File: src/rtl/counter_ctrl_pkg.sv
`default_nettype none
// ============================================================================
//  Module      : counter_ctrl_pkg
//  Description : Shared types and default sizes for the counter sweep
//                sequencer (state encoding, default widths).
//  Revision    : 1.0 - initial release
// ============================================================================
package counter_ctrl_pkg;

    // Default widths: increment/start/step, step count/index, dwell count.
    localparam int unsigned c_WIDTH   = 32;
    localparam int unsigned c_NSTEP_W = 16;
    localparam int unsigned c_DWELL_W = 16;

    // Sequencer states.
    typedef enum logic [1:0] {
        ST_IDLE = 2'd0,
        ST_LOAD = 2'd1,
        ST_RUN  = 2'd2
    } state_t;

endpackage : counter_ctrl_pkg
`default_nettype wire

File: src/rtl/dwell_timer.sv
`default_nettype none
// ============================================================================
//  Module      : dwell_timer
//  Description : Repeating hold timer. A load captures the dwell length
//                (0 is treated as 1); while enabled, o_expire pulses for one
//                cycle every D cycles, the first pulse D cycles after load.
//  Ports       : clk, reset    - clock, synchronous active-high reset
//                i_load        - capture i_dwell and restart the period
//                i_en          - count enable
//                i_dwell       - dwell length in cycles
//                o_expire      - last cycle of the current period
//  Revision    : 1.0 - initial release
// ============================================================================
module dwell_timer
    import counter_ctrl_pkg::*;
#(
    parameter int unsigned DWELL_W = c_DWELL_W
) (
    input  logic               clk,
    input  logic               reset,
    input  logic               i_load,
    input  logic               i_en,
    input  logic [DWELL_W-1:0] i_dwell,
    output logic               o_expire
);

    logic [DWELL_W-1:0] r_cnt;
    logic [DWELL_W-1:0] r_len_m1;
    logic [DWELL_W-1:0] w_len_m1;

    // A zero dwell behaves as a one-cycle dwell.
    assign w_len_m1 = (i_dwell == '0) ? '0 : (i_dwell - 1'b1);

    // Counter value 0 marks the final cycle of a period.
    assign o_expire = i_en && (r_cnt == '0);

    always_ff @(posedge clk) begin
        if (reset) begin
            r_cnt    <= '0;
            r_len_m1 <= '0;
        end else if (i_load) begin
            r_cnt    <= w_len_m1;
            r_len_m1 <= w_len_m1;
        end else if (i_en) begin
            if (r_cnt == '0) begin
                r_cnt <= r_len_m1;
            end else begin
                r_cnt <= r_cnt - 1'b1;
            end
        end
    end

endmodule : dwell_timer
`default_nettype wire

File: src/rtl/counter_sweep_ctrl.sv
`default_nettype none
// ============================================================================
//  Module      : counter_sweep_ctrl
//  Description : Drives the free-running counter's increment and active-low
//                reset through a programmed linear sweep: start value, then
//                N additions of step, each value held for a dwell time.
//                Optional looping; abort returns to IDLE with incr cleared.
//  Ports       : clk, reset        - clock, synchronous active-high reset
//                cfg_valid_i/ready - configuration handshake (ready in IDLE)
//                cfg_start/step/nsteps/dwell/loop_i - sweep configuration
//                abort_i           - terminate the sweep
//                incr_o            - counter increment (registered)
//                counter_resetn_o  - counter reset, low in LOAD (registered)
//                busy_o            - high in LOAD and RUN
//                step_strobe_o     - first cycle of each new value in RUN
//                done_o            - normal completion pulse
//  Revision    : 1.0 - initial release
// ============================================================================
module counter_sweep_ctrl
    import counter_ctrl_pkg::*;
#(
    parameter int unsigned WIDTH   = c_WIDTH,
    parameter int unsigned NSTEP_W = c_NSTEP_W,
    parameter int unsigned DWELL_W = c_DWELL_W
) (
    input  logic               clk,
    input  logic               reset,
    input  logic               cfg_valid_i,
    output logic               cfg_ready_o,
    input  logic [WIDTH-1:0]   cfg_start_i,
    input  logic [WIDTH-1:0]   cfg_step_i,
    input  logic [NSTEP_W-1:0] cfg_nsteps_i,
    input  logic [DWELL_W-1:0] cfg_dwell_i,
    input  logic               cfg_loop_i,
    input  logic               abort_i,
    output logic [WIDTH-1:0]   incr_o,
    output logic               counter_resetn_o,
    output logic               busy_o,
    output logic               step_strobe_o,
    output logic               done_o
);

    state_t r_state;
    state_t w_state_nxt;

    // Latched configuration.
    logic [WIDTH-1:0]   r_start;
    logic [WIDTH-1:0]   r_step;
    logic [NSTEP_W-1:0] r_nsteps;
    logic [DWELL_W-1:0] r_dwell;
    logic               r_loop;

    logic [NSTEP_W-1:0] r_idx;
    logic [WIDTH-1:0]   r_incr;
    logic               r_resetn;
    logic               r_busy;
    logic               r_strobe;
    logic               r_done;
    logic               r_ready;

    logic [NSTEP_W-1:0] w_idx_nxt;
    logic [WIDTH-1:0]   w_incr_nxt;
    logic               w_strobe_nxt;
    logic               w_done_nxt;
    logic               w_latch;
    logic               w_timer_load;
    logic               w_timer_en;
    logic               w_expire;

    dwell_timer #(
        .DWELL_W (DWELL_W)
    ) u_dwell_timer (
        .clk      (clk),
        .reset    (reset),
        .i_load   (w_timer_load),
        .i_en     (w_timer_en),
        .i_dwell  (r_dwell),
        .o_expire (w_expire)
    );

    // Next-state and next-output logic. Outputs are registered from these
    // values, so each output reflects the state entered on that edge.
    always_comb begin
        w_state_nxt  = r_state;
        w_incr_nxt   = r_incr;
        w_idx_nxt    = r_idx;
        w_strobe_nxt = 1'b0;
        w_done_nxt   = 1'b0;
        w_latch      = 1'b0;
        w_timer_load = 1'b0;
        w_timer_en   = 1'b0;

        if (abort_i) begin
            w_state_nxt = ST_IDLE;
            w_incr_nxt  = '0;
            w_idx_nxt   = '0;
        end else begin
            case (r_state)
                ST_IDLE: begin
                    if (cfg_valid_i) begin
                        w_latch     = 1'b1;
                        w_state_nxt = ST_LOAD;
                        w_incr_nxt  = cfg_start_i;
                        w_idx_nxt   = '0;
                    end
                end
                ST_LOAD: begin
                    // Timer starts its first period in the first RUN cycle.
                    w_timer_load = 1'b1;
                    w_state_nxt  = ST_RUN;
                end
                ST_RUN: begin
                    w_timer_en = 1'b1;
                    if (w_expire) begin
                        if (r_idx < r_nsteps) begin
                            w_incr_nxt   = r_incr + r_step;
                            w_idx_nxt    = r_idx + 1'b1;
                            w_strobe_nxt = 1'b1;
                        end else if (r_loop) begin
                            // Restart without clearing the counter.
                            w_incr_nxt   = r_start;
                            w_idx_nxt    = '0;
                            w_strobe_nxt = 1'b1;
                        end else begin
                            w_state_nxt = ST_IDLE;
                            w_done_nxt  = 1'b1;
                        end
                    end
                end
                default: begin
                    w_state_nxt = ST_IDLE;
                end
            endcase
        end
    end

    always_ff @(posedge clk) begin
        if (reset) begin
            r_state  <= ST_IDLE;
            r_start  <= '0;
            r_step   <= '0;
            r_nsteps <= '0;
            r_dwell  <= '0;
            r_loop   <= 1'b0;
            r_idx    <= '0;
            r_incr   <= '0;
            r_resetn <= 1'b0;
            r_busy   <= 1'b0;
            r_strobe <= 1'b0;
            r_done   <= 1'b0;
            r_ready  <= 1'b1;
        end else begin
            r_state  <= w_state_nxt;
            r_idx    <= w_idx_nxt;
            r_incr   <= w_incr_nxt;
            r_resetn <= (w_state_nxt != ST_LOAD);
            r_busy   <= (w_state_nxt != ST_IDLE);
            r_ready  <= (w_state_nxt == ST_IDLE);
            r_strobe <= w_strobe_nxt;
            r_done   <= w_done_nxt;
            if (w_latch) begin
                r_start  <= cfg_start_i;
                r_step   <= cfg_step_i;
                r_nsteps <= cfg_nsteps_i;
                r_dwell  <= cfg_dwell_i;
                r_loop   <= cfg_loop_i;
            end
        end
    end

    assign cfg_ready_o      = r_ready;
    assign incr_o           = r_incr;
    assign counter_resetn_o = r_resetn;
    assign busy_o           = r_busy;
    assign step_strobe_o    = r_strobe;
    assign done_o           = r_done;

endmodule : counter_sweep_ctrl
`default_nettype wire

File: config.mk
export PLATFORM = sky130hd
export DESIGN_NAME = counter_sweep_ctrl
export DESIGN_NICKNAME = d
export VERILOG_FILES = /design/src/rtl/counter_ctrl_pkg.sv /design/src/rtl/dwell_timer.sv /design/src/rtl/counter_sweep_ctrl.sv
export SDC_FILE = /design/constraint.sdc
export NUM_CORES = 1
export LEC_CHECK = 0
export ABC_CLOCK_PERIOD_IN_PS = 7500
export BUFFER_PORTS_ARGS = -buffer_cell sky130_fd_sc_hd__clkbuf_2
export CORE_MARGIN = 2
export CORE_UTILIZATION = 64
export CTS_BUF_LIST = sky130_fd_sc_hd__clkbuf_8
export DETAILED_ROUTE_END_ITERATION = 8
export GPL_TIMING_DRIVEN = 1
export PLACE_DENSITY_LB_ADDON = 0.1
export SKIP_LAST_GASP = 1
export SYNTH_ARGS = -nofsm -noshare
export SYNTH_HDL_FRONTEND = slang
export SYNTH_SLANG_ARGS = --single-unit
export TNS_END_PERCENT = 5
File: constraint.sdc
create_clock -name clk -period 7.5 [get_ports clk]
set_clock_uncertainty 0.2 [all_clocks]
set_input_delay 0.375 -clock clk [delete_from_list [all_inputs] [get_ports clk]]
set_output_delay 0.375 -clock clk [all_outputs]
set_load 0.005 [all_outputs]
==> results.md <==
| Step | Result | This run |
|---|---|---|
| outcome | Run status | complete, no violations |
| yosys | Cell type contributing the most total cell area after synthesis | dfxtp_1 |
| worst setup path | Classification of the worst setup path | reg -> reg |
| yosys | Synth Area per Inst | 7.631 sq um |
| pwr | Total leakage power | 0.005041 uW |
| die | Standard-cell rows | 45 |
| die | Ports placed on the boundary | 138 |
| drt | Final antenna-violating net count | 0 |
| final layout | Storage cell area | 3684 sq um |
| die | Initial Utilization | 0.6526 |
| drt | Detailed-route vias per instance | 5.990 |
| job | Max-cap violation count | 0 |
| yosys | Leading post-synthesis cells by instance count | nand2_1 (281), a21oi_1 (194), dfxtp_1 (184), nor2_1 (102), clkbuf_1 (67) |
| sta | Fin. max-slew vios | 0 |
| worst setup path | Endpoint kind of the worst setup timing path | flip-flop |
| clock tree | Maximum number of buffers from clock root to sink | 2 |
| pwr | Switching part of the total power | 0.3024 |
| final layout | Nets | 1633 |
| drt | 1st-pass router iterations | 5 |
| yosys | Main area contributors after synthesis | dfxtp_1 (37%), nand2_1 (11%), a21oi_1 (9.8%), ha_1 (6.3%), nor2_1 (3.9%) |
| yosys | Yosys cell types | 68 |
| drt | Iteration-0 DRC count of the detailed router | 942 |
| clock tree | Clock insertion delay at the later pin of the skew report | 0.47 ns |
| yosys | Most frequent cell after synthesis | nand2_1 |
| final layout | Fillcell total | 1040 |
| place | Detail Placement HPWL | 17340 microns |
| place | Dpl ws | 3.967 ns |
| sta | Setup_tns | 0 ns |
| yosys | Number of enable flip-flop cells after synthesis | 0 |
| yosys | Async SR Flop Fraction | 0 |
| pwr | Comb pwr share | 0.204 |
| sta | Slew at the pin with the worst max-slew slack | 1.120 ns |
| final layout | Fraction of final layout cells sized beyond drive strength 1 | 0.1325 |
| worst setup path | Data arrival time at the worst-slack endpoint | 3.75 ns |
| worst setup path | Data required, critical path | 7.66 ns |
| die | Vertical extent of the die | 128.5 microns |
| yosys | Portion of the post-synthesis area used by sequential elements | 0.3713 |
| sta | Hold violation count in the final report | 0 |
| drt | Vias after detailed routing | 10.08k |
| grt | Wire length of the first global-routing pass | 46370 microns |
| place | Number of input and output port buffers inserted | 137 |
| clock tree | Number of sinks driven by the clock tree | 184 |
| grt | Total Routing Usage GR | 0.3493 |
| yosys | Most frequently used flop master after synthesis | dfxtp_1 |
| grt | Total grt overflow | 0 |
| die | Die extent in x | 128.5 microns |
| yosys | Yosys top cell area share | 0.3713 |
| sta | Fin worst setup slack | 3.906 ns |
| grt | Number of antenna violations at the first check in global routing | 1 |
| yosys | Post-synthesis net count | 1452 |
| clock tree | CTS clock-pin slew for the worst setup and hold paths | 0.10 ns |
| final layout | Area Overhead vs Synth | 21.12% |
| sta | Unrepaired setup endpoints after global routing | no |
| drt | DR DRC count | 0 |
| sta | Max_slew headroom | 0.2514 |
| yosys | Flip-flop and latch count after synthesis | 184 |
| pwr | Portion of total power attributed to the clock network | 0.326 |
| die | Total core area | 15200 sq um |
| yosys | Summed instance area of the synthesized netlist | 9921 sq um |
| sta | Maximum clock frequency | 278.2 MHz |
| pwr | Maximum resistive drop on vdd | 0.1434 mV |
| final layout | Layout Utilization | 0.7905 |
| sta | Final Critical Period | 3.594 ns |
| worst setup path | Nature of the critical path startpoint | flip-flop |
| place | Final weighted congestion in routability-driven placement | 0.9417 |
| grt | Largest net degree at the start of global routing | 91 |
| drt | Total wire length | 28320 microns |
| sta | Number of endpoints failing setup at the final stage | 0 |
| pwr | Pwr dens | 186.0 nW/um^2 |
| yosys | Count of yosys warnings during synthesis | 0 |
| clock tree | TritonCTS Buffers | 17 |
| pwr | Net switching power | 675.8 uW |
| pwr | Power share of the sequential group | 0.470 |
| drt | WL per Instance | 16.83 microns |
| worst setup path | Max FO, Critical Path | 3 |
| yosys | Cells after Synth | 1300 |
| final layout | Total area of multi-input combinational cells | 5816 sq um |
| die | Die area | 16510 sq um |
| sta | Post-route fraction of the period consumed by the critical path | 0.4792 |
| worst setup path | Reg-to-reg slack, setup | 3.91 ns |
| clock tree | Root Buffer Master | clkbuf_8 |
| clock tree | Clock tree from TritonCTS | done |
| hold path | Worst Hold Class | in -> reg |
| grt | Via count of the first global-routing pass | 9470 |
| clock tree | CTS HTree Levels | 4 |
| clock tree | Number of resized instances in the post-cts repair step | 0 |
| pwr | Cell internal power dissipation | 1559 uW |
==> final timing paths <==
check / start / to / cells after the start
max reg2reg: r_step[0] / incr_o[26] / 12
min: reset / u_dwell_timer.r_len_m1[13] / 2
min reg2reg: r_start[30] / r_start[30] / 2
max: r_step[0] / incr_o[26] / 12
==> state kept, by name, summed over array words and instances, names as in the netlist <==
| name | count |
|---|---|
| busy_o | 1 |
| cfg_ready_o | 1 |
| counter_resetn_o | 1 |
| done_o | 1 |
| incr_o | 32 |
| r_dwell | 16 |
| r_idx | 16 |
| r_loop | 1 |
| r_nsteps | 16 |
| r_start | 32 |
| r_state | 2 |
| r_step | 32 |
| step_strobe_o | 1 |
| u_dwell_timer.r_cnt | 16 |
| u_dwell_timer.r_len_m1 | 16 |
==> metrics by stage <==
step                power (uW)  hold slack [ns]  cell area (sq um)  cells
finish                    2235           0.1332              12020   1683
global route              2330           0.1215              12020   1683
CTS                       2224           0.1197              12010   1682
detailed placement        1473           0.2434              10610   1553
global placement          1465           0.2382              10610   1553
floorplan                 1365           0.2311               9921   1300
==> worst max-delay path: stages, from the launching register on <==
cell and delay [ns]:
dfxtp_1 0.38, ha_1 0.23, inv_1 0.08, fa_1 0.41
nor2b_1 0.22, o2111ai_1 0.20, a21oi_1 0.24, o21ai_0 0.19
a21oi_1 0.34, a21boi_1 0.17, or3b_2 0.49, a21oi_1 0.21
o41ai_2 0.11
==> cells in the final DEF (no fill, tap or decap), types with 5 or more instances in the layout <==
cell / count
nor2_1: 102
nor3_1: 21
dfxtp_1: 184
a21oi_1: 194
buf_4: 11
or3_1: 6
mux2i_1: 17
a221oi_1: 5
and3_1: 15
a311oi_1: 7
o21ai_0: 45
nand3b_1: 16
nand2b_1: 8
xor2_1: 18
dlygate4sd3_1: 97
a31oi_1: 8
nand3_1: 20
inv_1: 31
nand4_1: 7
nor2b_1: 8
nand2_1: 281
a211oi_1: 25
o211ai_1: 21
ha_1: 50
nor4_1: 6
clkbuf_8: 19
xnor2_1: 28
o21a_1: 5
clkbuf_2: 136
o31ai_1: 8
a21o_1: 22
==> kinds of logic (layout without fill, tap and decap cells) <==
logic type / Yosys count / count (layout) / share of synthesized area
fa+ha+maj: 51 / 51 / 0.06508
simple gates: 516 / 516 / 0.2311
xor+xnor: 46 / 46 / 0.04061
other cells: 0 / 1 / 0
compound gates: 373 / 373 / 0.2285
flops: 184 / 184 / 0.3713
mux: 17 / 17 / 0.01715
buf+inv: 113 / 307 / 0.04629
==> layout make-up <==
type / count / share of cell area
diodes: 1 / 0.0002082
clock buffers: 19 / 0.02176
well taps: 188 / 0.01958
repair buffers: 244 / 0.1443
inverters: 31 / 0.009684
flip-flops and latches: 184 / 0.3065
multi-input cells: 1003 / 0.4840
clock inverters: 13 / 0.01395
==> power by group through the flow <==
stage                     logic (uW)  clock network [uW]  registers [uW]
after floorplan                  303                   0            1060
after global placement           395                   0            1070
after detailed placement         402                   0            1070
after CTS                        446                 730            1050
after global routing             505                 770            1050
final                            456                 728            1050
==> repair_timing <==
action | in CTS | in global routing
hold endpoints to repair | 100 | 0
buffers inserted | 0 | 0
hold buffers | 97 | 0
==> metal layers <==
metal	track usage	up-vias	routed length [microns]
li1	-	4900	-
met1	0.4353	4712	11910
met5	0	-	0
met3	0.07900	76	1805
met2	0.5936	393	13750
met4	0.1317	0	855
Power figures use the tool's default switching activity.
